## src/rtl/fp_convert_arbiter.sv

```systemverilog
`timescale 1ns/1ps
// Round-robin arbiter feeding a shared 12-bit two's-complement to sign/exp3/sig4 float converter.
// Latency: out_valid one edge after the accept edge; at most one sample per 3 cycles.
// Backpressure: the result holds until out_ready, and no requester is granted while a result is in flight.
module fp_convert_arbiter #(
   parameter int N_REQ = 4
) (
   input  logic                 clk,
   input  logic                 rst_n,
   input  logic                 en,
   input  logic [N_REQ-1:0]     req_valid,
   input  logic [12*N_REQ-1:0]  req_data,
   output logic [N_REQ-1:0]     req_ready,
   output logic                 out_valid,
   input  logic                 out_ready,
   output logic                 out_sign,
   output logic [2:0]           out_exp,
   output logic [3:0]           out_sig,
   output logic [2:0]           out_id,
   output logic                 out_sat
);

   typedef enum logic [1:0] {IDLE, CONV, HOLD} state_t;

   typedef struct packed {
      logic       sign;
      logic [2:0] exp;
      logic [3:0] sig;
      logic       sat;
      logic [2:0] id;
   } res_t;

   state_t      state_q, state_d;
   logic [2:0]  last_grant;
   logic [2:0]  winner;
   logic [2:0]  cand;
   logic        found;
   logic        accept;
   logic [7:0]  valid_ext;
   logic [11:0] win_dat;
   logic [11:0] sample_q;
   logic [2:0]  sample_id;
   res_t        res_q, res_d;
   logic        out_valid_q;

   // Round-robin search starting one past the previous winner.
   always_comb begin
      found     = 1'b0;
      winner    = last_grant;
      cand      = 3'd0;
      valid_ext = 8'(req_valid);
      for (int off = 1; off <= N_REQ; off++) begin
         cand = 3'((int'(last_grant) + off) % N_REQ);
         if (!found && valid_ext[cand]) begin
            found  = 1'b1;
            winner = cand;
         end
      end
   end

   assign accept = (state_q == IDLE) && en && found && rst_n;

   always_comb begin
      win_dat   = 12'd0;
      req_ready = '0;
      for (int k = 0; k < N_REQ; k++) begin
         if (winner == 3'(k)) begin
            win_dat      = req_data[12*k +: 12];
            req_ready[k] = accept;
         end
      end
   end

   // Converter operates on the latched sample during CONV.
   logic        c_sign;
   logic [11:0] c_mag;
   logic [2:0]  c_exp_raw;
   logic [4:0]  c_win;
   logic [3:0]  c_sig_raw;
   logic        c_rnd;
   logic        c_sat;

   always_comb begin
      c_sign    = sample_q[11];
      c_mag     = c_sign ? (~sample_q + 12'd1) : sample_q;
      c_exp_raw = 3'd0;
      for (int i = 4; i <= 10; i++) begin
         if (c_mag[i]) c_exp_raw = 3'(i - 3);
      end
      // Window {sig, round}: mag[p:p-3] and mag[p-4], with a zero round bit when p=3.
      c_win     = 5'({c_mag, 1'b0} >> c_exp_raw);
      c_sig_raw = c_win[4:1];
      c_rnd     = c_win[0];
      c_sat     = (c_mag[10:7] == 4'hF) || (sample_q == 12'h800);

      res_d      = '0;
      res_d.sign = c_sign;
      res_d.id   = sample_id;
      res_d.sat  = c_sat;
      if (c_sat) begin
         res_d.exp = 3'b111;
         res_d.sig = 4'hF;
      end else if (c_rnd && (c_sig_raw == 4'hF)) begin
         res_d.exp = c_exp_raw + 3'd1;
         res_d.sig = 4'h8;
      end else begin
         res_d.exp = c_exp_raw;
         res_d.sig = c_sig_raw + {3'd0, c_rnd};
      end
   end

   always_comb begin
      state_d = state_q;
      unique case (state_q)
         IDLE:    if (accept) state_d = CONV;
         CONV:    state_d = HOLD;
         HOLD:    if (out_ready) state_d = IDLE;
         default: state_d = IDLE;
      endcase
   end

   always_ff @(posedge clk or negedge rst_n) begin
      if (!rst_n) begin
         state_q     <= IDLE;
         last_grant  <= 3'(N_REQ - 1);
         sample_q    <= '0;
         sample_id   <= '0;
         res_q       <= '0;
         out_valid_q <= 1'b0;
      end else begin
         state_q <= state_d;
         if (accept) begin
            sample_q   <= win_dat;
            sample_id  <= winner;
            last_grant <= winner;
         end
         if (state_q == CONV) begin
            res_q       <= res_d;
            out_valid_q <= 1'b1;
         end else if ((state_q == HOLD) && out_ready) begin
            out_valid_q <= 1'b0;
         end
      end
   end

   assign out_valid = out_valid_q;
   assign out_sign  = res_q.sign;
   assign out_exp   = res_q.exp;
   assign out_sig   = res_q.sig;
   assign out_id    = res_q.id;
   assign out_sat   = res_q.sat;

endmodule

```

## config.mk

```make
export PLATFORM = sky130hd
export DESIGN_NAME = fp_convert_arbiter
export DESIGN_NICKNAME = d
export VERILOG_FILES = /design/src/rtl/fp_convert_arbiter.sv
export SDC_FILE = /design/constraint.sdc
export NUM_CORES = 1
export LEC_CHECK = 0
export CAP_MARGIN = 20
export CORE_MARGIN = 5
export CORE_UTILIZATION = 30
export DETAILED_ROUTE_END_ITERATION = 10
export PLACE_DENSITY = 0.59
export SYNTH_ARGS = -nofsm -noshare
export SYNTH_HDL_FRONTEND = slang
export SYNTH_SLANG_ARGS = --single-unit
```

## constraint.sdc

```tcl
create_clock -name clk -period 5.2 [get_ports clk]
set_input_delay 1.04 -clock clk [delete_from_list [all_inputs] [get_ports clk]]
set_output_delay 1.04 -clock clk [all_outputs]
set_load 0.02 [all_outputs]
```

==> run metrics <==
Starting Density=0.305; Final Max Slew Viols=0; die area=11300 sq um; Via density=5.10; setup_tns=0 ns; Final min period=4.43 ns; slowest CP cell=clkdlybuf4s50_1; total wire length=7270 um; CTS Buffer Depth=2; first drt pass iteration count=4; largest net degree at the start of global routing=33; via count=2599; ys async rst share=1.00; Post-CTS Setup Inserts=0; worst-skew pair later-pin latency=0.28 ns; critical path required time=4.16 ns; Reg clk slew, reported paths=0.07 ns; count leader, synth=nand2_1; CP Launch Type=input pin; WP buf/inv=3; Slew HR=0.423; Setup WS post-layout=0.767 ns; Yosys top cell by area=dfrtp_1; CTS Root Cell=clkbuf_8; Pwr Density=643 nW/um^2; count of cell types in the netlist=72; # IOs=73; RSZ-0062 raised after global routing=false; # resized after CTS=0; Finish-stage setup viols=0; first-pass GRT wire length=12600 um; wire per inst=14.3 um; CTS tree=built; CTS Buf Count=5; Tot GR Track Use=0.133; Post-synth top cells=nand2_1 (40), dfrtp_1 (30), o21ai_0 (25); H-tree depth=2; Max Cap Violations=0; min-delay worst type=register to register; Final Util=0.408; Antenna diodes=0; worst vdd ir=0.000222 V; Synth Flop Type=dfrtp_1; slowest cell delay on critical path=0.62 ns; num rows=35; gpl congestion=0.905; final worst path period share=0.853; Fin. Hold Viols=0; initial antenna violation count=0; Die Span Y=107 um; top cells by area, synth=dfrtp_1 (27%), mux2i_1 (8.6%), mux2_2 (7.3%); Mapped Cells=332; Final ANT Viol Nets=0; fillers=903; EDFF count, synth=0; layout cells sized above 1=0.140; cell chain of the critical path=clkdlybuf4s50_1 -> nand2_1 -> nor3_1 -> o41ai_2 -> inv_1 -> nand2_1 -> nor2b_1 -> clkdlybuf4s50_1; fmax=0.226 GHz; synthesized cell area=2800 sq um; die width=107 um; CP arrival=3.39 ns; worst-case hold slack=0.492 ns; Avg Cell Area, Syn=8.42 sq um; dpl ws=0.809 ns; core area=9150 sq um; leak pwr=1.51 nW; DRC viols=0; Largest delay share family, worst path=buffers and inverters; Area Growth Syn to Fin=33.5%; CTS sink cnt=32; Synth Register Bits=32; CP Class=input pin to output port; Seq/Total Area, Yosys=0.287; detailed placement HPWL=5800 um; Iteration-0 DRC Markers=159; status=complete, no violations; grt ovf=0; Worst Max-Slew Pin Slew=0.852 ns; Crit Path Max Fanout=15; Setup crit end kind=output port; syn nets=392; IO Port Bufs=72; count of hold-fix buffers inserted at cts=0; final net count=458; vias in the first global route=2656; clk_skew=0.00643 ns; Yosys top cell area share=0.269; yosys warns=0
==> path summary, 6_finish.rpt <==
kind                                 end  cells past startpoint           from  slack, ns
setup / recovery            req_ready[0]                      8          rst_n       0.77
hold / removal             last_grant[2]                      1  last_grant[2]       0.49
setup reg to reg              out_sig[2]                     15    sample_q[0]       0.88
hold reg to reg            last_grant[2]                      1  last_grant[2]       0.49
max in group asynchronous  last_grant[0]                      2          rst_n       3.56
min in group asynchronous     out_sig[3]                      2          rst_n       1.29
==> where the power goes <==
part | internal, W | switching, W
clock | 0.000108 | 0.0000954
combinational | 0.000739 | 0.000924
sequential | 0.000358 | 0.000176
==> routing by layer <==
metal / part of all wire / track usage / up-vias
met1: 0.47 / 0.172 / 1167
met2: 0.45 / 0.214 / 83
met4: 0.016 / 0.0447 / 0
met5: 0 / 0 / -
met3: 0.065 / 0.0346 / 6
li1: - / - / 1343
==> logic make-up (layout without fill, tap and decap cells) <==
logic type / Yosys count / count (layout) / share of synthesized area
xor+xnor: 9 / 9 / 0.0309
fa+ha+maj: 4 / 4 / 0.0179
mux: 44 / 44 / 0.168
buf+inv: 31 / 98 / 0.0474
flops: 32 / 32 / 0.287
compound gates: 82 / 82 / 0.197
simple gates: 130 / 130 / 0.252
==> area by class of cell <==
| class | instances | area (sq um) | area share |
|---|---|---|---|
| Multi-Input combinational cell | 269 | 1890 | 0.506 |
| Inverter | 13 | 48.8 | 0.0131 |
| Sequential cell | 32 | 803 | 0.215 |
| Clock buffer | 7 | 86.3 | 0.0231 |
| Tap cell | 111 | 139 | 0.0372 |
| Timing Repair Buffer | 77 | 758 | 0.203 |
| Clock inverter | 1 | 7.51 | 0.00201 |
==> through the flow <==
step                area [sq um]  power [W]  cells
finish                      3730    0.00240    510
global route                3730    0.00264    510
CTS                         3720    0.00241    509
detailed placement          3630    0.00220    501
global placement            3630    0.00218    501
floorplan                   2800    0.00179    332
==> registers in the layout, summed over array words and instances (netlist names) <==
register and cells:
sample_id 2, out_id 3, out_sign 1, out_sig 4, out_valid 1, sample_q 12, last_grant 3, out_sat 1
state_q 2, out_exp 3
==> layout by cell type, fill, tap and decap left out, types with 3 or more instances in the layout <==
cell type	n
a21oi_1	11
and3_1	4
buf_4	5
clkbuf_8	6
clkdlybuf4s50_1	72
dfrtp_1	30
ha_1	4
inv_1	11
mux2_2	18
mux2i_1	24
nand2_1	40
nand2b_1	7
nand3_1	5
nor2_1	24
nor2b_1	7
nor3_1	10
nor4_1	5
o211ai_1	6
o21a_1	4
o21ai_0	25
o22ai_1	3
o31ai_1	3
or2_2	4
or3_1	3
xnor2_1	3
xor2_1	5
Note: power is estimated with default switching activity, not from simulation.
